<file path="src/rtl/pipe_mem_arbiter_if.sv">
// -----------------------------------------------------------------------------
// pipe_mem_arbiter_if
// Bundle of every handshake/bus signal around the unified-memory arbiter:
// the IF-stage fetch request, the MEM-stage data request, the external memory
// handshake and the global pipeline stall / watchdog outputs.
//   slave  : arbiter view (takes requests and memory responses, drives results,
//            memory request and stall)
//   master : environment view (pipeline stages plus the external memory)
// Parameters: AW address width, DW data width.
// -----------------------------------------------------------------------------
interface pipe_mem_arbiter_if #(
  parameter int AW = 32,
  parameter int DW = 32
) ();
  // instruction fetch side
  logic          if_req;
  logic [AW-1:0] if_addr;
  logic [DW-1:0] if_rdata;
  logic          if_valid;
  // data access side
  logic          d_read;
  logic          d_write;
  logic [AW-1:0] d_addr;
  logic [DW-1:0] d_wdata;
  logic [DW-1:0] d_rdata;
  logic          d_valid;
  // external memory handshake
  logic          mem_req;
  logic          mem_we;
  logic [AW-1:0] mem_addr;
  logic [DW-1:0] mem_wdata;
  logic [DW-1:0] mem_rdata;
  logic          mem_ready;
  // pipeline control / status
  logic          stall;
  logic          timeout_err;

  modport slave (
    input  if_req, if_addr, d_read, d_write, d_addr, d_wdata, mem_rdata, mem_ready,
    output if_rdata, if_valid, d_rdata, d_valid, mem_req, mem_we, mem_addr, mem_wdata,
           stall, timeout_err
  );

  modport master (
    output if_req, if_addr, d_read, d_write, d_addr, d_wdata, mem_rdata, mem_ready,
    input  if_rdata, if_valid, d_rdata, d_valid, mem_req, mem_we, mem_addr, mem_wdata,
           stall, timeout_err
  );
endinterface

</file>
<file path="src/rtl/pipe_mem_arbiter.sv">
// -----------------------------------------------------------------------------
// pipe_mem_arbiter
// Shares one single-ported memory between the instruction fetch and the data
// access of a pipelined CPU. Each pipeline step runs the data access first
// (older instruction), then the fetch, and holds the pipeline with a global
// stall until both results are captured. Results are presented for one cycle
// in DONE, where stall is released.
//
// Ports:
//   clk    rising-edge clock
//   reset  asynchronous active-high reset
//   bus    pipe_mem_arbiter_if.slave: fetch request/result, data request/
//          result, memory handshake, stall and sticky timeout_err
// Parameters: AW, DW widths; TIMEOUT max wait cycles per memory transaction.
//
// Optional build macro MEMARB_TIMEOUT_EN: adds a per-transaction watchdog that
// aborts a transaction after TIMEOUT cycles without mem_ready, zeroes the
// affected read data, suppresses its valid and sets sticky timeout_err.
// Without it the arbiter waits indefinitely and timeout_err is tied to 0.
// -----------------------------------------------------------------------------
module pipe_mem_arbiter #(
  parameter int AW      = 32,
  parameter int DW      = 32,
  parameter int TIMEOUT = 15
) (
  input  logic              clk,
  input  logic              reset,
  pipe_mem_arbiter_if.slave bus
);

  typedef enum logic [1:0] {IDLE = 2'd0, DATA = 2'd1, INST = 2'd2, DONE = 2'd3} state_t;

  state_t        state_q, state_d;
  // request snapshot taken in IDLE; later input changes are ignored
  logic          if_req_q, if_req_d;
  logic          d_rd_q, d_rd_d;
  logic          d_wr_q, d_wr_d;
  logic [AW-1:0] if_addr_q, if_addr_d;
  logic [AW-1:0] d_addr_q, d_addr_d;
  logic [DW-1:0] d_wdata_q, d_wdata_d;
  // results and per-step completion flags
  logic [DW-1:0] if_rdata_q, if_rdata_d;
  logic [DW-1:0] d_rdata_q, d_rdata_d;
  logic          if_done_q, if_done_d;
  logic          d_done_q, d_done_d;

  logic          mem_req;
  logic          mem_we;
  logic [AW-1:0] mem_addr;
  logic [DW-1:0] mem_wdata;
  logic          busy;
  logic          tmo_hit;

  assign busy = (state_q == DATA) || (state_q == INST);

`ifdef MEMARB_TIMEOUT_EN
  localparam int CW = ($clog2(TIMEOUT + 1) < 4) ? 4 : $clog2(TIMEOUT + 1);

  logic [CW-1:0] cnt_q, cnt_d;
  logic          timeout_err_q, timeout_err_d;

  // The cycle that would bring the wait count to TIMEOUT is the last one the
  // transaction is allowed; the state then advances as if mem_ready came.
  assign tmo_hit = busy & ~bus.mem_ready & (cnt_q == CW'(TIMEOUT - 1));

  always_comb begin
    cnt_d         = cnt_q;
    timeout_err_d = timeout_err_q | tmo_hit;
    if (state_d != state_q) begin
      cnt_d = '0;
    end else if (busy & ~bus.mem_ready) begin
      cnt_d = cnt_q + CW'(1);
    end
  end

  always_ff @(posedge clk or posedge reset) begin
    if (reset) begin
      cnt_q         <= '0;
      timeout_err_q <= 1'b0;
    end else begin
      cnt_q         <= cnt_d;
      timeout_err_q <= timeout_err_d;
    end
  end

  assign bus.timeout_err = timeout_err_q;
`else
  logic unused_timeout_cfg;
  assign unused_timeout_cfg = (TIMEOUT > 0);
  assign tmo_hit            = 1'b0;
  assign bus.timeout_err    = 1'b0;
`endif

  always_comb begin
    state_d    = state_q;
    if_req_d   = if_req_q;
    d_rd_d     = d_rd_q;
    d_wr_d     = d_wr_q;
    if_addr_d  = if_addr_q;
    d_addr_d   = d_addr_q;
    d_wdata_d  = d_wdata_q;
    if_rdata_d = if_rdata_q;
    d_rdata_d  = d_rdata_q;
    if_done_d  = if_done_q;
    d_done_d   = d_done_q;
    mem_req    = 1'b0;
    mem_we     = 1'b0;
    mem_addr   = '0;
    mem_wdata  = '0;

    case (state_q)
      IDLE: begin
        if_req_d  = bus.if_req;
        // read+write together is a plain write: no load result
        d_rd_d    = bus.d_read & ~bus.d_write;
        d_wr_d    = bus.d_write;
        if_addr_d = bus.if_addr;
        d_addr_d  = bus.d_addr;
        d_wdata_d = bus.d_wdata;
        if_done_d = 1'b0;
        d_done_d  = 1'b0;
        if (bus.d_read | bus.d_write) begin
          state_d = DATA;
        end else if (bus.if_req) begin
          state_d = INST;
        end
      end

      DATA: begin
        mem_req   = 1'b1;
        mem_we    = d_wr_q;
        mem_addr  = d_addr_q;
        mem_wdata = d_wdata_q;
        if (bus.mem_ready) begin
          if (d_rd_q) begin
            d_rdata_d = bus.mem_rdata;
          end
          d_done_d = 1'b1;
        end else if (tmo_hit) begin
          d_rdata_d = '0;
        end
        if (bus.mem_ready | tmo_hit) begin
          state_d = if_req_q ? INST : DONE;
        end
      end

      INST: begin
        mem_req  = 1'b1;
        mem_addr = if_addr_q;
        if (bus.mem_ready) begin
          if_rdata_d = bus.mem_rdata;
          if_done_d  = 1'b1;
          state_d    = DONE;
        end else if (tmo_hit) begin
          if_rdata_d = '0;
          state_d    = DONE;
        end
      end

      DONE: begin
        state_d = IDLE;
      end

      default: begin
        state_d = IDLE;
      end
    endcase
  end

  always_ff @(posedge clk or posedge reset) begin
    if (reset) begin
      state_q    <= IDLE;
      if_req_q   <= 1'b0;
      d_rd_q     <= 1'b0;
      d_wr_q     <= 1'b0;
      if_addr_q  <= '0;
      d_addr_q   <= '0;
      d_wdata_q  <= '0;
      if_rdata_q <= '0;
      d_rdata_q  <= '0;
      if_done_q  <= 1'b0;
      d_done_q   <= 1'b0;
    end else begin
      state_q    <= state_d;
      if_req_q   <= if_req_d;
      d_rd_q     <= d_rd_d;
      d_wr_q     <= d_wr_d;
      if_addr_q  <= if_addr_d;
      d_addr_q   <= d_addr_d;
      d_wdata_q  <= d_wdata_d;
      if_rdata_q <= if_rdata_d;
      d_rdata_q  <= d_rdata_d;
      if_done_q  <= if_done_d;
      d_done_q   <= d_done_d;
    end
  end

  assign bus.mem_req   = mem_req;
  assign bus.mem_we    = mem_we;
  assign bus.mem_addr  = mem_addr;
  assign bus.mem_wdata = mem_wdata;
  assign bus.if_rdata  = if_rdata_q;
  assign bus.d_rdata   = d_rdata_q;
  assign bus.if_valid  = (state_q == DONE) & if_done_q;
  assign bus.d_valid   = (state_q == DONE) & d_done_q;

  // Released while reset is held so a request left asserted by the pipeline
  // cannot freeze it during reset.
  assign bus.stall = ~reset & (state_q != DONE) &
                     ((state_q != IDLE) | bus.if_req | bus.d_read | bus.d_write);

endmodule

</file>
<file path="src/flat_wrapper.sv">
// flat-port wrapper written by rule: the top's interface ports become plain ports
module pipe_mem_arbiter_flat 
#(
  parameter int AW      = 32,
  parameter int DW      = 32,
  parameter int TIMEOUT = 15
)
  (clk, reset, bus_if_req, bus_if_addr, bus_d_read, bus_d_write, bus_d_addr, bus_d_wdata, bus_mem_rdata, bus_mem_ready, bus_if_rdata, bus_if_valid, bus_d_rdata, bus_d_valid, bus_mem_req, bus_mem_we, bus_mem_addr, bus_mem_wdata, bus_stall, bus_timeout_err);
  pipe_mem_arbiter_if #(.AW(AW), .DW(DW)) bus_i ();
  input  logic clk;
  input  logic reset;
  input wire logic [$bits(bus_i.if_req)-1:0] bus_if_req;
  input wire logic [$bits(bus_i.if_addr)-1:0] bus_if_addr;
  input wire logic [$bits(bus_i.d_read)-1:0] bus_d_read;
  input wire logic [$bits(bus_i.d_write)-1:0] bus_d_write;
  input wire logic [$bits(bus_i.d_addr)-1:0] bus_d_addr;
  input wire logic [$bits(bus_i.d_wdata)-1:0] bus_d_wdata;
  input wire logic [$bits(bus_i.mem_rdata)-1:0] bus_mem_rdata;
  input wire logic [$bits(bus_i.mem_ready)-1:0] bus_mem_ready;
  output wire logic [$bits(bus_i.if_rdata)-1:0] bus_if_rdata;
  output wire logic [$bits(bus_i.if_valid)-1:0] bus_if_valid;
  output wire logic [$bits(bus_i.d_rdata)-1:0] bus_d_rdata;
  output wire logic [$bits(bus_i.d_valid)-1:0] bus_d_valid;
  output wire logic [$bits(bus_i.mem_req)-1:0] bus_mem_req;
  output wire logic [$bits(bus_i.mem_we)-1:0] bus_mem_we;
  output wire logic [$bits(bus_i.mem_addr)-1:0] bus_mem_addr;
  output wire logic [$bits(bus_i.mem_wdata)-1:0] bus_mem_wdata;
  output wire logic [$bits(bus_i.stall)-1:0] bus_stall;
  output wire logic [$bits(bus_i.timeout_err)-1:0] bus_timeout_err;
  assign bus_i.if_req = bus_if_req;
  assign bus_i.if_addr = bus_if_addr;
  assign bus_i.d_read = bus_d_read;
  assign bus_i.d_write = bus_d_write;
  assign bus_i.d_addr = bus_d_addr;
  assign bus_i.d_wdata = bus_d_wdata;
  assign bus_i.mem_rdata = bus_mem_rdata;
  assign bus_i.mem_ready = bus_mem_ready;
  assign bus_if_rdata = bus_i.if_rdata;
  assign bus_if_valid = bus_i.if_valid;
  assign bus_d_rdata = bus_i.d_rdata;
  assign bus_d_valid = bus_i.d_valid;
  assign bus_mem_req = bus_i.mem_req;
  assign bus_mem_we = bus_i.mem_we;
  assign bus_mem_addr = bus_i.mem_addr;
  assign bus_mem_wdata = bus_i.mem_wdata;
  assign bus_stall = bus_i.stall;
  assign bus_timeout_err = bus_i.timeout_err;
  pipe_mem_arbiter #(.AW(AW), .DW(DW), .TIMEOUT(TIMEOUT)) u_core (.clk(clk), .reset(reset), .bus(bus_i));
endmodule
</file>
<file path="config.mk">
export PLATFORM = sky130hd
export DESIGN_NAME = pipe_mem_arbiter_flat
export DESIGN_NICKNAME = d
export VERILOG_FILES = /design/src/rtl/pipe_mem_arbiter_if.sv /design/src/rtl/pipe_mem_arbiter.sv /design/src/flat_wrapper.sv
export SDC_FILE = /design/constraint.sdc
export NUM_CORES = 1
export LEC_CHECK = 0
export BUFFER_PORTS_ARGS = -buffer_cell sky130_fd_sc_hd__buf_2
export CORE_ASPECT_RATIO = 1.25
export CORE_MARGIN = 2
export CORE_UTILIZATION = 48
export DETAILED_ROUTE_END_ITERATION = 8
export GPL_TIMING_DRIVEN = 0
export PLACE_DENSITY_LB_ADDON = 0.15
export SLEW_MARGIN = 20
export SYNTH_ARGS = -nofsm -noshare
export SYNTH_HDL_FRONTEND = slang
export SYNTH_SLANG_ARGS = --single-unit
</file>
<file path="constraint.sdc">
create_clock -name clk -period 6.05 [get_ports clk]
set_input_delay 0.9075 -clock clk [delete_from_list [all_inputs] [get_ports clk]]
set_output_delay 0.9075 -clock clk [all_outputs]
set_load 0.03 [all_outputs]
</file>
==> Flow_metrics.wiki <==
{| class="wikitable"
! Metric !! Value
|-
| RSZ-0062 raised after global routing || false
|-
| Synth Warn # || 0
|-
| Pwr/cell area || 662 mW/mm^2
|-
| Leading cell types in the layout, fill and taps excluded || buf_2, dfrtp_1, mux2_2
|-
| Master of the slowest instance on the critical path || clkbuf_1
|-
| Wirelength per Cell || 17.6 um
|-
| Count of unresolved DRC violations after routing || 0
|-
| Vias in the first global route || 5438
|-
| Hold bufs inserted after CTS || 0
|-
| Part of the Yosys area used for sequential elements || 0.593
|-
| Ranking of synthesized cells by area || dfrtp_1, mux2_2, mux2_1
|-
| Clk pwr share || 0.197
|-
| Class of the most critical setup path || reg2out
|-
| Drt first-iter violations || 213
|-
| Number of CTS-inserted buffers || 17
|-
| Critical Path Start Type || flip-flop
|-
| Share of Yosys cell area claimed by the top area cell type || 0.593
|-
| Number of cells upsized or downsized after cts || 0
|-
| Total routing usage reported by global routing || 0.224
|-
| Final setup fails || 0
|-
| Starting utilization of the core area || 0.490
|-
| Worst hold slack || 0.485 ns
|-
| H-tree depth || 4
|-
| Min cycle time layout || 3.49 ns
|-
| Die Width || 112 um
|-
| Total congestion overflow || 0
|-
| Clock tree sinks || 167
|-
| Total non-filler cell area in the finished layout || 0.00931 mm^2
|-
| Peak ir drop on the vdd network || 351 uV
|-
| Sequential cell fraction of total power || 0.322
|-
| Peak fanout along the critical path || 10
|-
| Gp weighted congestion || 0.803
|-
| Floorplan row count || 49
|-
| Reg2reg setup slack || 4.17 ns
|-
| Antenna Violating Nets Remaining || 0
|-
| R2r startpoint || u_core.state_q[0]$_DFFE_PP0P_
|-
| Antenna violations before repair || 1
|-
| Total of buffers placed on input and output ports || 266
|-
| Global-route wire length before repair || 27.4 mm
|-
| Count of TritonRoute iterations in the first routing pass || 4
|-
| Vertical die dimension || 140 um
|-
| Number of nets in the layout || 920
|-
| Most area-hungry cell type in the Yosys netlist || dfrtp_1
|-
| Yosys reg bits || 167
|-
| Net count after synthesis || 634
|-
| Crit. Startpoint || u_core.state_q[1]$_DFFE_PP0P_
|-
| Result of the run || finished, final reports clean
|-
| Skew-Pair Late Insertion Delay || 0.42 ns
|-
| Clock buffer depth || 2
|-
| Cell-by-cell listing of the critical path || inv_1, ha_1, buf_2, clkbuf_1, a22oi_1, nor2b_1, buf_2
|-
| Number of distinct library cell variants in the gate-level netlist after synthesis || 24
|-
| Placed wire-length estimate || 12.9 mm
|-
| Internal Dissipation || 3.67 mW
|-
| Worst reg2reg path depth || 6
|-
| Switching power as a share of total power || 0.404
|-
| Post-CTS clock slew at the launch and capture registers of the worst setup and hold paths || 0.06 ns
|-
| Worst Hold Class || reg2reg
|-
| Total I/O pin count || 268
|-
| Measured slew at the worst slew-check pin || 0.597 ns
|-
| Netlist area before placement || 0.00705 mm^2
|-
| Number of hold violations in the final report || 0
|-
| Category of cells accounting for the largest share of critical-path delay || buffers and inverters
|-
| Die Outline Area || 0.0157 mm^2
|-
| Worst endpoint data arrival time || 2.58 ns
|-
| Headroom to the max-slew limit || 0.596
|-
| Number of max-cap violations || 0
|-
| Termination of the worst setup path || bus_mem_addr[7]
|-
| Area after DPL || 0.00864 mm^2
|-
| Layout cells sized above 1 || 0.571
|-
| Post-DR vias/cell || 5.10
|-
| Final count of pins violating max slew || 0
|-
| Final Skew || 0.00589 ns
|-
| Type of element capturing the critical path || output pin
|-
| Static Leakage || 4.57 nW
|-
| Logic depth of the worst setup path including buffers || 7
|-
| Placeable core area || 0.0144 mm^2
|-
| Achievable frequency || 287 MHz
|-
| Sum of negative setup slack || 0 ns
|-
| Filler cell count || 1110
|-
| Total number of vias || 4945
|-
| Final wirelength || 17.1 mm
|-
| WP buf/inv || 4
|-
| Combinational group share of total power || 0.481
|-
| Crit path required time || 5.14 ns
|-
| Reg-to-Reg End || u_core.if_done_q$_DFFE_PP0P_
|-
| Maximum number of pins on one net before global-route repair || 99
|-
| Crit-path most repeated cell || buf_2
|-
| Number of instances in the synthesized netlist || 494
|-
| Setup bufs post-CTS || 0
|-
| Longest individual stage delay on the worst path || 0.49 ns
|-
| Area growth, synth to finish || 32.0%
|-
| Count of inserted antenna diode cells || 0
|-
| Share of the core filled with cells || 0.646
|-
| Syn_area_per_cell || 14.3 um^2
|-
| CTS tree || yes
|-
| Switching power || 2.49 mW
|-
| Root cell of the clock tree || clkbuf_16
|-
| Period utilization || 0.576
|-
| Most common cell after layout, fill and taps aside || buf_2
|}
==> synthesized netlist by cell type <==
master,instances
o22ai_1,2
o21ba_2,1
inv_1,6
clkbuf_1,9
dfrtp_1,167
nor2_1,1
a221oi_1,1
and2_1,35
o21ai_0,5
buf_4,7
nand2_1,2
a22oi_1,32
o32ai_1,1
buf_2,16
nor2b_1,33
nor3_1,3
nor4b_1,1
conb_1,1
buf_1,1
mux2_1,32
a21boi_0,1
ha_1,6
mux2_2,130
nand3_1,1
==> power groups by stage <==
stage / Clock [mW] / Combinational, mW / Sequential (mW)
after floorplan: 0 / 1.75 / 2.37
after global placement: 0 / 2.93 / 1.96
after detailed placement: 0 / 3.00 / 2.00
after CTS: 1.24 / 3.01 / 1.98
after global routing: 1.29 / 3.17 / 2.05
final: 1.21 / 2.96 / 1.98
==> final cells by class <==
type                       count  area [um^2]  share of cell area
inverter                       6         30.0             0.00323
multi-input combinational    288         2680               0.288
buffer                        33          170              0.0183
timing repair buffer         267         1360               0.146
clock inverter                12          224              0.0241
clock buffer                  19          443              0.0476
tap                          178          223              0.0239
sequential                   167         4180               0.449
==> cells by family (layout without fill, tap and decap cells) <==
kind of cell               Yosys count  in the layout  share of synthesized area
DFF                                167            167                      0.593
muxes                              162            162                      0.259
and+or+nand+nor                     76             76                     0.0660
AOI/OAI and AO/OA                   43             43                     0.0443
buffers and inverters               39            337                     0.0273
adders and majority gates            6              6                     0.0106
other                                1              1                   0.000532
==> through the flow <==
step	cells	worst slack, ns	total power, mW
3_3_place_gp	938	-1.05	4.89
5_1_grt	970	2.38	6.51
3_5_place_dp	939	2.97	5.00
2_1_floorplan	494	0.624	4.12
6_report	970	2.56	6.16
4_1_cts	970	2.49	6.23
==> flip-flops by register name, summed over array words and instances (netlist names) <==
register and flops:
u_core.if_addr_q 32, u_core.d_rd_q 1, u_core.bus.if_rdata 32, u_core.d_wdata_q 32, u_core.state_q 2, u_core.bus.d_rdata 32, u_core.d_wr_q 1, u_core.if_done_q 1
u_core.d_done_q 1, u_core.d_addr_q 32, u_core.if_req_q 1
==> layer usage <==
metal / wire [um] / up-vias / track usage
met4: 285 / 2 / 0.0706
met2: 9070 / 171 / 0.399
met3: 1220 / 22 / 0.0801
met5: 17 / - / 0
li1: - / 2303 / -
met1: 6480 / 2447 / 0.249
==> worst min-delay path by stage <==
stage	start	endpoint	cells past startpoint
3_5_place_dp	u_core.bus.d_rdata[11]$_DFFE_PP0P_	u_core.bus.d_rdata[11]$_DFFE_PP0P_	1
3_3_place_gp	u_core.bus.if_rdata[26]$_DFFE_PP0P_	u_core.bus.if_rdata[26]$_DFFE_PP0P_	1
4_1_cts	u_core.bus.d_rdata[12]$_DFFE_PP0P_	u_core.bus.d_rdata[12]$_DFFE_PP0P_	1
2_1_floorplan	u_core.d_wdata_q[0]$_DFFE_PP0N_	u_core.d_wdata_q[0]$_DFFE_PP0N_	1
5_1_grt	u_core.bus.d_rdata[12]$_DFFE_PP0P_	u_core.bus.d_rdata[12]$_DFFE_PP0P_	1
6_report	u_core.bus.d_rdata[12]$_DFFE_PP0P_	u_core.bus.d_rdata[12]$_DFFE_PP0P_	1
Power figures use the tool's default switching activity.
